--- config.mk ---
export PLATFORM = sky130hd
export DESIGN_NAME = triangle_note_scheduler
export DESIGN_NICKNAME = d
export VERILOG_FILES = /design/src/rtl/triangle_note_scheduler.sv
export SDC_FILE = /design/constraint.sdc
export NUM_CORES = 1
export LEC_CHECK = 0
export BUFFER_PORTS_ARGS = -buffer_cell sky130_fd_sc_hd__buf_2
export CAP_MARGIN = 20
export CORE_UTILIZATION = 40
export DETAILED_ROUTE_END_ITERATION = 6
export SETUP_SLACK_MARGIN = 0.2
export SKIP_LAST_GASP = 1
export SLEW_MARGIN = 25
export SYNTH_ARGS = -nofsm -noshare
export SYNTH_HDL_FRONTEND = slang
export SYNTH_SLANG_ARGS = --single-unit
--- constraint.sdc ---
create_clock -name i_clk -period 2.9 [get_ports i_clk]
set_clock_uncertainty 0.1 [all_clocks]
set_input_delay 0 -clock i_clk [delete_from_list [all_inputs] [get_ports i_clk]]
set_output_delay 0 -clock i_clk [all_outputs]
set_load 0.05 [all_outputs]
--- src/rtl/triangle_note_scheduler.sv ---
// Steps the triangle channel through a pattern memory: fetch entry, drive delta/gate, hold for N frame ticks.
// Latency: start or end-of-note tick to o_note_stb is 3 cycles; previous note output is held across the fetch.
// Backpressure: none; the memory answers one cycle after o_rd_en, and ticks outside PLAY are dropped.
module triangle_note_scheduler #(
    parameter int PATTERN_LEN = 32,
    parameter int ADDR_W      = 5
) (
    input  logic              i_clk,
    input  logic              i_rst_n,
    input  logic              i_tick_stb,
    input  logic              i_start,
    input  logic              i_stop,
    input  logic              i_loop_en,
    output logic              o_rd_en,
    output logic [ADDR_W-1:0] o_rd_addr,
    input  logic [31:0]       i_rd_data,
    output logic [31:0]       o_phase_delta,
    output logic              o_phase_delta_valid,
    output logic              o_gate,
    output logic              o_note_stb,
    output logic              o_busy,
    output logic              o_done
);

    typedef enum logic [1:0] {
        S_IDLE,
        S_FETCH,
        S_WAIT,
        S_PLAY
    } state_t;

    localparam logic [ADDR_W-1:0] LAST_ADDR = ADDR_W'(PATTERN_LEN - 1);

    state_t            state;
    logic [ADDR_W-1:0] addr;
    logic [7:0]        remaining;
    logic [31:0]       entry_delta;
    logic [7:0]        entry_dur;

    assign entry_delta = {8'b0, i_rd_data[31:8]};
    assign entry_dur   = i_rd_data[7:0];
    assign o_rd_addr   = addr;
    assign o_busy      = (state != S_IDLE);

    always_ff @(posedge i_clk or negedge i_rst_n) begin
        if (!i_rst_n) begin
            state               <= S_IDLE;
            addr                <= '0;
            remaining           <= '0;
            o_rd_en             <= 1'b0;
            o_phase_delta       <= '0;
            o_phase_delta_valid <= 1'b0;
            o_gate              <= 1'b0;
            o_note_stb          <= 1'b0;
            o_done              <= 1'b0;
        end else begin
            o_rd_en             <= 1'b0;
            o_phase_delta_valid <= 1'b0;
            o_note_stb          <= 1'b0;
            o_done              <= 1'b0;
            if (i_stop) begin
                // Abort: any read already in flight is simply never sampled.
                if (state != S_IDLE) begin
                    state               <= S_IDLE;
                    remaining           <= '0;
                    o_gate              <= 1'b0;
                    o_phase_delta       <= '0;
                    o_phase_delta_valid <= (o_phase_delta != '0);
                end
            end else begin
                case (state)
                    S_IDLE: begin
                        if (i_start) begin
                            addr    <= '0;
                            o_rd_en <= 1'b1;
                            state   <= S_FETCH;
                        end
                    end
                    S_FETCH: begin
                        state <= S_WAIT;
                    end
                    S_WAIT: begin
                        if (entry_dur == 8'd0) begin
                            // A marker at entry 0 never loops, so an empty pattern cannot spin.
                            if (addr != '0 && i_loop_en) begin
                                addr    <= '0;
                                o_rd_en <= 1'b1;
                                state   <= S_FETCH;
                            end else begin
                                state               <= S_IDLE;
                                o_done              <= 1'b1;
                                o_gate              <= 1'b0;
                                o_phase_delta       <= '0;
                                o_phase_delta_valid <= (o_phase_delta != '0);
                            end
                        end else begin
                            remaining           <= entry_dur;
                            o_phase_delta       <= entry_delta;
                            o_phase_delta_valid <= (entry_delta != o_phase_delta);
                            o_gate              <= (entry_delta != '0);
                            o_note_stb          <= 1'b1;
                            state               <= S_PLAY;
                        end
                    end
                    S_PLAY: begin
                        if (i_tick_stb && remaining != 8'd0) begin
                            remaining <= remaining - 8'd1;
                            if (remaining == 8'd1) begin
                                if (addr != LAST_ADDR) begin
                                    addr    <= addr + 1'b1;
                                    o_rd_en <= 1'b1;
                                    state   <= S_FETCH;
                                end else if (i_loop_en) begin
                                    addr    <= '0;
                                    o_rd_en <= 1'b1;
                                    state   <= S_FETCH;
                                end else begin
                                    state               <= S_IDLE;
                                    o_done              <= 1'b1;
                                    o_gate              <= 1'b0;
                                    o_phase_delta       <= '0;
                                    o_phase_delta_valid <= (o_phase_delta != '0);
                                end
                            end
                        end
                    end
                    default: begin
                        state <= S_IDLE;
                    end
                endcase
            end
        end
    end

endmodule

# After elaboration in Yosys (flattened, before gate mapping)
# Cells that the tools add are included.
# Widths: inputs -> output; s select.
dict set report word_totals {
  word_cells 117
  ff_bits 52
  output_inout_bits 43
}
dict set report classes {
  n_addsub 2
  muxes 70
  bitwise 1
  reduce_logical 15
  eq_ne 20
}
# cell n
set ops {}
lappend ops {{$mux 32} 8}
lappend ops {{$pmux 32 s2} 1}
lappend ops {{$reduce_bool 32->1} 2}
lappend ops {{$mux 1} 37}
lappend ops {{$mux 5} 7}
lappend ops {{$mux 8} 4}
lappend ops {{$ne 24x32->1} 1}
lappend ops {{$ne 3x3->1 const B} 7}
lappend ops {{$pmux 8 s2} 1}
lappend ops {{$pmux 5 s3} 1}
lappend ops {{$mux 2} 6}
lappend ops {{$ne 2x2->1 const B} 5}
lappend ops {{$eq 8x1->1 const B} 1}
lappend ops {{$logic_not 8->1} 1}
lappend ops {{$pmux 2 s4} 1}
lappend ops {{$reduce_and 4->1} 2}
lappend ops {{$reduce_and 8->1} 1}
lappend ops {{$reduce_bool 8->1} 1}
lappend ops {{$sub 8x1->8 const B} 1}
lappend ops {{$reduce_and 7->1} 1}
lappend ops {{$pmux 1 s2} 3}
lappend ops {{$reduce_bool 3->1} 2}
lappend ops {{$add 5x1->5 const B} 1}
lappend ops {{$ne 5x5->1 const B} 1}
lappend ops {{10 further kinds} 12}

# Depth between registers and ports, before layout
# Gate-level depths: netlist of run 1.
dict set report depth {
  word_depth 7
  ltp_mapped 9
  ltp_nobuf 9
}

# Least setup slack after synthesis of run 1
# Ideal clock, no wire load.
dict set report synth_path {
  path_type {reg-to-reg}
  from {reg addr[1], in the netlist o_rd_addr[1]}
  to {reg o_phase_delta[0]}
  path_stages_with_launch 9
  setup_slack_ps 324
  setup_ps 79
  t_arrival_ps 2397
  path_cell_list {dfrtp_1 > ha_1 > and3_1 > ha_1 > and2b_2 > nand2_4 > a311oi_4 > buf_8 > mux2i_1}
}
dict set report synth_between {
  elab_chain_len 4
  word_cells_on_any_way 6
  cone_classes {eq/ne: 3; reduce/logical: 3}
}
# item line
set synth_rtl {}
lappend synth_rtl {{start: declaration} 35} ;# logic [ADDR_W-1:0] addr;
lappend synth_rtl {{start signal: assignment} 110} ;# addr <= addr + 1'b1;
lappend synth_rtl {{$reduce_bool 5->1} 85} ;# if (addr != '0 && i_loop_en) begin
lappend synth_rtl {{$logic_and 1x1->1} 85}
lappend synth_rtl {{$ne 4x4->1 (no line)} n/a}
lappend synth_rtl {{$reduce_and 7->1 (no line) (*)} n/a}
lappend synth_rtl {{end signal: assignment} 98} ;# o_phase_delta <= entry_delta;
lappend synth_rtl {{end: declaration} 17} ;# output logic [31:0] o_phase_delta,
# Mark *: on every way between the ends. The rest lies on a longest branch, timed or not.
# A chain may end at the register's enable or synchronous reset.

# Final worst setup path of run 1
dict set report layout_path {
  from {reg remaining[0]}
  to {reg o_phase_delta[23]}
}
dict set report layout_between {
  elab_chain_len 4
  word_cells_on_any_way 6
  cone_classes {eq/ne: 3; reduce/logical: 3}
}
# item line
set layout_rtl {}
lappend layout_rtl {{start: declaration} 36} ;# logic [7:0] remaining;
lappend layout_rtl {{start signal: assignment} 97} ;# remaining <= entry_dur;
lappend layout_rtl {{start signal: assignment} 107} ;# remaining <= remaining - 8'd1;
lappend layout_rtl {{$reduce_bool 8->1} 106} ;# if (i_tick_stb && remaining != 8'd0) begin
lappend layout_rtl {{$logic_and 1x1->1} 106}
lappend layout_rtl {{$ne 3x3->1 (no line)} n/a}
lappend layout_rtl {{$reduce_and 7->1 (no line) (*)} n/a}
# Marks and branches as above.

==> impl_metrics.tcl, run 1 <==
set metrics [dict create \
    status "finished clean" \
    cts_sinks 44 \
    portBuffers 72 \
    period_share 0.8128 \
    insertion_delay_ns 0.30 \
    hold_slack_ns 0.1179 \
    drive_gt1_frac 0.2311 \
    yosysUniqueCellTypes 53 \
    start_util 0.4120 \
    drc 0 \
    first_pass_iters 4 \
    postCtsSetupBuffers 0 \
    vdd_drop_max_mv 0.2588 \
    maxCapViolCount 0 \
    antenna_found_initial 0 \
    clockBufferDepth 2 \
    yosys_warnings 0 \
    r2r_start "remaining[0]$_DFFE_PN0P_" \
    ys_ff_latch 44 \
    end_kind "flip-flop" \
    cp_num_buf_inv 2 \
    hold_class "input port to async pin" \
    max_freq_mhz 424.2 \
    fillers 626 \
    p_leak_nw 1.743 \
    crit_path_start_kind "flip-flop" \
    syn_area_um2 2784 \
    cts_root_buf "clkbuf_8" \
    path_delay_family "simple AND/OR/NAND/NOR gates" \
    postSynth.asyncResetShare 1.000 \
    clk_pin_slew_worst_paths_ns 0.10 \
    grt_setup_unrepaired "false" \
    post_cts_resized 0 \
    relSlewSlack 0.6032 \
    rows 30 \
    synth_largest_area_cell "dfrtp_1" \
    rr_worst_depth 8 \
    cts_tree "built" \
    r2r-end "o_phase_delta[23]$_DFFE_PN0P_" \
    core_um2 6756 \
    place_hpwl_um 5373 \
    synth_area_leaders "dfrtp_1 40%, mux2i_1 9.3%, xnor2_1 5.0%" \
    synth_top_area_share 0.3955 \
    grt-ovfl-total 0 \
    dieArea_um2 7297 \
    slew_violations 0 \
    num_antenna_cells 0 \
    syn_area_per_cell_um2 9.249 \
    setup-violations-final 0 \
    wire_per_inst_um 15.34 \
    ios 81 \
    grt_usage 0.2178 \
    syn_inst 301 \
    period_minus_slack_ns 2.357 \
    dr.first_iter.drc_count 128 \
    ctsHtreeMaxLevel 2 \
    vias 2578 \
    cp.arrival_ns 2.48 \
    grt_pass1_wl_um 12400 \
    ant_nets 0 \
    fin_nets 454 \
    gp_congestion 0.8631 \
    hold_violations 0 \
    mostFrequentLayoutCells "71 x buf_2, 44 x dfrtp_1, 35 x dlygate4sd3_1, 34 x inv_1, 34 x nand2_1" \
    crit_path_top_delay_cell "dfrtp_1" \
    crit_path_max_fanout 25 \
    layout_commonest_cell "buf_2" \
    worst_pin_slew_ns 0.5952 \
    fp.dieW_um 85.43 \
    fin_ws_ns 0.5429 \
    critical_path_required_ns 3.02 \
    area_delta_synth_final_pct 31.33 \
    ys_seq_area_frac 0.3955 \
    dp_slack_ns 0.5547 \
    cp_cell_sequence "inv_1 > ha_1 > nor4b_1 > and3_4 > nand2_4 > a311oi_4 > buf_12 > mux2i_1" \
    reg2reg_slack_ns 0.54 \
    fp.dieH_um 85.43 \
    synth_ff_type "dfrtp_1" \
    crit_type "flip-flop to flip-flop" \
    tritoncts.num_buffers 5 \
    via_per_inst 5.251 \
    tns_ns 0 \
    synth_edf_count 0 \
    grt_max_degree 45 \
    critical_path.max_stage_delay_ns 0.42 \
    grt_pass1_vias 2490 \
    p_per_area_nw_per_um2 674.0 \
    routed_wl_um 7534 \
]
worst max path at each step:
| stage | start | endpoint | slack (ns) | cells after the start |
|---|---|---|---|---|
| 2_1_floorplan | o_rd_addr[1]$_DFFE_PN0P_ | o_phase_delta[0]$_DFFE_PN0P_ | 0.32 | 8 |
| 5_1_grt | remaining[0]$_DFFE_PN0P_ | o_phase_delta[7]$_DFFE_PN0P_ | 0.41 | 8 |
| 3_3_place_gp | remaining[0]$_DFFE_PN0P_ | o_phase_delta[5]$_DFFE_PN0P_ | 0.66 | 8 |
| 3_5_place_dp | remaining[0]$_DFFE_PN0P_ | o_phase_delta[23]$_DFFE_PN0P_ | 0.55 | 8 |
| 4_1_cts | remaining[0]$_DFFE_PN0P_ | o_gate$_DFFE_PN0P_ | 0.53 | 8 |
| 6_report | remaining[0]$_DFFE_PN0P_ | o_phase_delta[23]$_DFFE_PN0P_ | 0.54 | 8 |
cells by family after synthesis:
kind of cell	synth area share
muxes	0.09348
other	0.001347
adders and majority gates	0.02697
buffers and inverters	0.08629
AOI/OAI and AO/OA	0.1250
and+or+nand+nor	0.1960
DFF	0.3955
xor gates and xnor gates	0.07551
state kept, by name, indices dropped and copies added, names as in the netlist:
name / flops
o_done: 1
o_gate: 1
o_note_stb: 1
o_phase_delta: 24
o_phase_delta_valid: 1
o_rd_addr: 5
o_rd_en: 1
remaining: 8
state: 2
routing by layer:
| layer | global-route usage | up-vias | share of wire |
|---|---|---|---|
| li1 | - | 1259 | - |
| met1 | 0.2930 | 1219 | 0.46 |
| met2 | 0.3673 | 92 | 0.49 |
| met3 | 0.04572 | 8 | 0.048 |
| met4 | 0.03636 | 0 | 0.0072 |
| met5 | 0 | - | 0 |
cell usage after synthesis, types with 3 or more instances:
cell type,number
dfrtp_1,44
inv_1,34
nand2_1,34
mux2i_1,26
nor4_1,19
xnor2_1,16
o21ai_0,15
a21oi_1,13
nor2_1,9
buf_4,8
xor2_1,8
nand4_1,7
ha_1,6
clkbuf_1,5
o31ai_1,5
nor3_1,4
a31oi_1,3
nand3_1,3
repair_timing:
action / 4_1_cts / 5_1_grt
hold buffers: 35 / 0
hold endpoints to repair: 78 / 0
endpoints found under the setup margin: 0 / 0
through the flow:
step                cells    util  cell area [µm²]  power (W)
CTS                   491  0.5407             3654   0.002478
detailed placement    448  0.4744             3206   0.002009
global placement      448  0.4744             3206   0.001988
floorplan             308       -             2810   0.001711
finish                491  0.5411             3656   0.002464
global route          491  0.5411             3656   0.002601
final cells by class:
class	instances	area, µm²	area share
flip-flops and latches	44	1101	0.3012
well taps	80	100.1	0.02738
repair buffers	111	755.7	0.2067
multi-input cells	214	1474	0.4031
inverters	34	127.6	0.03491
clock buffers	6	82.58	0.02259
clock inverters	2	15.01	0.004107
report_power, final:
group | total [W] | switching (W) | internal [W]
registers | 0.000924 | 0.000177 | 0.000747
clock network | 0.000432 | 0.000238 | 0.000193
logic | 0.00111 | 0.000759 | 0.000350
total | 0.00246 | 0.00117 | 0.00129
Power figures use the tool's default switching activity.
==> run 2, diff against run 1 <==
--- a/config.mk
+++ b/config.mk
@@ -5,6 +5,7 @@
 export SDC_FILE = /design/constraint.sdc
 export NUM_CORES = 1
 export LEC_CHECK = 0
+export ABC_AREA = 1
 export BUFFER_PORTS_ARGS = -buffer_cell sky130_fd_sc_hd__buf_2
 export CAP_MARGIN = 20
 export CORE_UTILIZATION = 40
==> constraint.sdc (replaced) <==
create_clock -name i_clk -period 2.3 [get_ports i_clk]
set_clock_uncertainty 0.1 [all_clocks]
set_input_delay 0 -clock i_clk [delete_from_list [all_inputs] [get_ports i_clk]]
set_output_delay 0 -clock i_clk [all_outputs]
set_load 0.05 [all_outputs]
==> impl_metrics.tcl, run 2 <==
set metrics [dict create \
    routed_wl_um 8331 \
    yosysUniqueCellTypes 39 \
    vdd_drop_max_mv 0.6447 \
    period_share 0.8609 \
    grt_max_degree 26 \
    syn_inst 431 \
    stdcell_area_um2 4063 \
    fillers 745 \
    max_freq_mhz 505.0 \
    ctsHtreeMaxLevel 2 \
    p_per_area_nw_per_um2 1185 \
    postSynth.asyncResetShare 1.000 \
    crit_type "flip-flop to flip-flop" \
    relSlewSlack 0.6306 \
    mostFrequentLayoutCells "117 x nand2_1, 72 x buf_2, 54 x nor2_1, 44 x inv_1, 42 x dfrtp_1" \
    vias 3051 \
    drc 0 \
    synth_most_common_cell "nand2_1" \
    regMostFlops "o_phase_delta" \
    dr.first_iter.drc_count 137 \
    clockBufferDepth 2 \
    grt_usage 0.2070 \
    p_leak_nw 2.145 \
    hold_violations 0 \
    synth_xor_xnor_area_share 0.06699 \
    regArea_um2 1104 \
    fp.dieH_um 90.57 \
    num_antenna_cells 0 \
    first_pass_iters 5 \
    yosys_warnings 0 \
    area_delta_synth_final_pct 29.47 \
    setup-violations-final 0 \
    layout_commonest_cell "nand2_1" \
    synth_largest_area_cell "dfrtp_1" \
    cts_root_buf "clkbuf_8" \
    cts_sinks 44 \
    hold_class "input port to flip-flop" \
    tritoncts.num_buffers 5 \
    slew_violations 0 \
    antenna_found_initial 0 \
    fin_nets 588 \
    via_per_inst 4.745 \
    period_minus_slack_ns 1.980 \
    synth-compound-area-share 0.04466 \
    insertion_delay_ns 0.30 \
    gp_congestion 0.8517 \
    muxShareOfSynthArea 0.003190 \
    multiInputGateArea_um2 1755 \
    core_um2 7408 \
    synth_edf_count 0 \
    grt_setup_unrepaired "true" \
    portBuffers 72 \
    cts_tree "built" \
    synth_area_leaders "dfrtp_1 35%, nand2_1 14%, nor2_1 6.5%" \
    cp.arrival_ns 2.13 \
    end_kind "flip-flop" \
    ios 81 \
    ys_ff_latch 44 \
    start_util 0.4236 \
    place_hpwl_um 5719 \
    largest_reg_flops 24 \
    maxCapViolCount 0 \
    wire_per_inst_um 12.96 \
    dieArea_um2 8203 \
    synth_ff_type "dfrtp_1" \
    critical_path_required_ns 2.45 \
    grt_pass1_wl_um 13620 \
    syn_area_per_cell_um2 7.281 \
    synth_top_family_by_area "simple AND/OR/NAND/NOR gates" \
    status "finished clean" \
    synth-simple-area-share 0.4003 \
    fin_ws_ns 0.3199 \
    synthAdderAreaFrac 0.02392 \
    clk_pin_slew_worst_paths_ns 0.09 \
    crit_path_start_kind "flip-flop" \
    syn_area_um2 3138 \
    total_power_w 0.004815 \
    drive_gt1_frac 0.2794 \
    grt_pass1_vias 2890 \
    dp_slack_ns 0.1478 \
    crit_path_max_fanout 12 \
    rows 31 \
    synth_commonest_cells "117 x nand2_1, 54 x nor2_1, 44 x dfrtp_1, 44 x inv_1, 30 x nand2_2" \
    tns_ns 0 \
    grt-ovfl-total 0 \
    synth_top_area_share 0.3509 \
    worst_pin_slew_ns 0.5541 \
    fp.dieW_um 90.57 \
    ys_seq_area_frac 0.3509 \
    ant_nets 0 \
    placed_cell_area_um2 3552 \
]
run 2: cell types whose count changed after synthesis, moves of 13 or more:
cell / change
nand2_1: +83
nor2_1: +45
nand2_2: +30
mux2i_1: -25
nor4_1: -13
run 2: area by class of cell:
type	count	share of cell area
sequential	44	0.2716
clock buffer	5	0.01694
inverter	54	0.05112
multi-input combinational	325	0.4321
tap	99	0.03049
timing repair buffer	114	0.1946
clock inverter	2	0.003080
run 2: worst paths after layout:
kind / startpoint / to / slack (ns) / cells past startpoint
max: o_rd_addr[1]$_DFFE_PN0P_ / o_phase_delta[3]$_DFFE_PN0P_ / 0.32 / 13
min: i_tick_stb / o_done$_DFF_PN0_ / 0.04 / 5
max reg2reg: o_rd_addr[1]$_DFFE_PN0P_ / o_phase_delta[3]$_DFFE_PN0P_ / 0.32 / 13
min reg2reg: o_rd_addr[0]$_DFFE_PN0P_ / o_rd_addr[0]$_DFFE_PN0P_ / 0.41 / 2
max in group asynchronous: i_rst_n / o_phase_delta[23]$_DFFE_PN0P_ / 1.25 / 3
min in group asynchronous: i_rst_n / remaining[1]$_DFFE_PN0P_ / 0.12 / 2
run 2: cells by family (layout without fill, tap and decap cells):
kind of cell	count (synthesis)	after routing
xor+xnor	24	24
mux	1	1
fa+ha+maj	6	6
other cells	1	8
simple gates	259	260
buf+inv	70	175
flops	44	44
compound gates	26	26
run 2: power breakdown:
part	total, W	leakage, nW	internal [W]	switching (W)
Clock	0.000485	0.0400	0.000206	0.000279
Combinational	0.00291	1.53	0.000914	0.00200
Sequential	0.00142	0.578	0.00107	0.000356
run 2: metal layers:
layer	routed length, µm	share of wire	track usage	vias to the layer above
li1	-	-	-	1552
met1	3876	0.47	0.2752	1387
met3	376	0.045	0.03283	18
met5	0	0	0	-
met4	184	0.022	0.07930	0
met2	3894	0.47	0.3365	94
run 2: per-stage QoR:
| stage | hold slack (ns) | util | instances |
|---|---|---|---|
| finish | 0.04334 | 0.5484 | 643 |
| global route | 0.06281 | 0.5484 | 643 |
| CTS | 0.01998 | 0.5399 | 638 |
| detailed placement | -0.08280 | 0.4795 | 596 |
| global placement | -0.08757 | 0.4795 | 596 |
| floorplan | -0.3956 | - | 438 |
run 2: repair_timing:
item                                   in CTS  in global routing
gates resized for setup                     2                  2
cloned                                      1                  1
hold buffers                               34                  0
buffers inserted                            0                  4
pin swaps                                   1                  2
endpoints found under the hold margin      57                  0
setup endpoints to repair                  30                 31
run 2: worst max-delay path: stages, from the launching register on:
cell       delay (ns)
dfrtp_2          0.38
ha_1             0.16
inv_1            0.06
nor3_2           0.12
ha_2             0.21
nand2_1          0.09
nand2_2          0.09
nand2_2          0.06
nand2_4          0.12
nand2_4          0.08
nor2_8           0.14
clkbuf_16        0.19
nand2_1          0.05
nand2_1          0.05
==> run 3, diff against run 2 <==
--- a/config.mk
+++ b/config.mk
@@ -5,11 +5,12 @@
 export SDC_FILE = /design/constraint.sdc
 export NUM_CORES = 1
 export LEC_CHECK = 0
-export ABC_AREA = 1
+export ABC_AREA = 0
 export BUFFER_PORTS_ARGS = -buffer_cell sky130_fd_sc_hd__buf_2
 export CAP_MARGIN = 20
 export CORE_UTILIZATION = 40
 export DETAILED_ROUTE_END_ITERATION = 6
+export GPL_TIMING_DRIVEN = 0
 export SETUP_SLACK_MARGIN = 0.2
 export SKIP_LAST_GASP = 1
 export SLEW_MARGIN = 25
==> impl_metrics.tcl, run 3 (synthesis results as in run 1) <==
set metrics [dict create \
    critical_path_required_ns 2.42 \
    tns_ns 0 \
    drc 0 \
    place_hpwl_um 5340 \
    cts_sinks 44 \
    wire_per_inst_um 15.12 \
    area_delta_synth_final_pct 41.44 \
    tritoncts.num_buffers 5 \
    regMostFlops "o_phase_delta" \
    slew_violations 0 \
    clk_pin_slew_worst_paths_ns 0.09 \
    crit_path_start_kind "flip-flop" \
    vdd_drop_max_mv 0.3591 \
    max_freq_mhz 449.6 \
    gp_congestion 0.8281 \
    insertion_delay_ns 0.30 \
    antenna_found_initial 0 \
    dr.first_iter.drc_count 77 \
    clockBufferDepth 2 \
    largest_reg_flops 24 \
    p_per_area_nw_per_um2 817.5 \
    via_per_inst 5.253 \
    crit_path_max_fanout 10 \
    dp_slack_ns -0.3480 \
    first_pass_iters 4 \
    fp.dieH_um 85.43 \
    grt_pass1_vias 2695 \
    layout_commonest_cell "buf_2" \
    vias 2700 \
    crit_type "flip-flop to flip-flop" \
    grt_usage 0.2159 \
    grt_setup_unrepaired "true" \
    fin_nets 477 \
    hold_slack_ns 0.01685 \
    rows 30 \
    num_antenna_cells 0 \
    period_minus_slack_ns 2.224 \
    maxCapViolCount 0 \
    cts_root_buf "clkbuf_8" \
    status "finished clean" \
    ant_nets 0 \
    core_um2 6756 \
    cts_tree "built" \
    portBuffers 72 \
    hold_class "input port to flip-flop" \
    cp.arrival_ns 2.35 \
    fillers 608 \
    relSlewSlack 0.6020 \
    grt_max_degree 45 \
    ios 81 \
    hold_violations 0 \
    setup-violations-final 0 \
    worst_pin_slew_ns 0.5970 \
    grt_pass1_wl_um 12460 \
    dieArea_um2 7297 \
    routed_wl_um 7772 \
    ctsHtreeMaxLevel 2 \
    p_leak_nw 1.857 \
    fin_ws_ns 0.07571 \
    end_kind "flip-flop" \
    start_util 0.4120 \
    grt-ovfl-total 0 \
    fp.dieW_um 85.43 \
    mostFrequentLayoutCells "72 x buf_2, 42 x dfrtp_1, 34 x dlygate4sd3_1, 33 x nand2_1, 31 x inv_1" \
    period_share 0.9671 \
    drive_gt1_frac 0.3088 \
]
==> run 3: stage by stage <==
stage	utilization	power, W	instance area (µm²)	std cells
2_1_floorplan	-	0.002157	2825	308
3_3_place_gp	0.4863	0.002520	3286	460
3_5_place_dp	0.4863	0.002541	3286	460
4_1_cts	0.5669	0.003175	3830	510
5_1_grt	0.5828	0.003389	3938	514
6_report	0.5828	0.003219	3938	514
==> run 3: report_power, final <==
part	internal [W]	switching [W]	total (W)	leakage, nW
Combinational	0.000511	0.00100	0.00151	1.24
Sequential	0.000942	0.000218	0.00116	0.574
Clock	0.000244	0.000301	0.000545	0.0434
==> run 3: worst paths after layout <==
path | startpoint | endpoint | slack (ns) | depth (start not counted)
worst min register to register | o_gate$_DFFE_PN0P_ | o_gate$_DFFE_PN0P_ | 0.44 | 2
worst max register to register | o_rd_addr[0]$_DFFE_PN0P_ | o_phase_delta[13]$_DFFE_PN0P_ | 0.08 | 9
max in group asynchronous | i_rst_n | o_rd_addr[0]$_DFFE_PN0P_ | 1.51 | 2
min in group asynchronous | i_rst_n | o_phase_delta[7]$_DFFE_PN0P_ | 0.15 | 2
worst max-delay path | o_rd_addr[0]$_DFFE_PN0P_ | o_phase_delta[13]$_DFFE_PN0P_ | 0.08 | 9
worst min-delay path | i_rd_data[0] | remaining[0]$_DFFE_PN0P_ | 0.02 | 4
==> run 3: metal layers <==
metal | global-route usage | vias up | wire, µm | share of wire
li1 | - | 1306 | - | -
met1 | 0.2656 | 1295 | 3504 | 0.45
met2 | 0.3738 | 83 | 3742 | 0.48
met3 | 0.04475 | 16 | 371 | 0.048
met4 | 0.07727 | 0 | 154 | 0.020
met5 | 0 | - | 0 | 0
==> run 3: worst max-delay path: stages (launching register included) <==
cell and delay (ns):
dfrtp_2 0.45, inv_2 0.07, ha_1 0.12, or4b_4 0.49
nand2_4 0.10, nor3_4 0.05, a311oi_4 0.24, buf_12 0.17
buf_12 0.14, mux2i_2 0.21
==> run 3: area by class of cell <==
type / instances / area [µm²] / area share
Timing Repair Buffer: 118 / 805.8 / 0.2046
Multi-Input combinational cell: 214 / 1579 / 0.4010
Clock buffer: 6 / 82.58 / 0.02097
Tap cell: 80 / 100.1 / 0.02542
Sequential cell: 44 / 1104 / 0.2803
Clock inverter: 2 / 15.01 / 0.003813
Inverter: 34 / 127.6 / 0.03241
Buffer: 16 / 123.9 / 0.03146
==> run 3: repair_timing <==
action	4_1_cts	5_1_grt
hold buffers	34	0
setup endpoints to repair	41	42
setup buffers	8	4
endpoints found under the hold margin	77	0
pin swaps	5	3
gates resized for setup	10	15
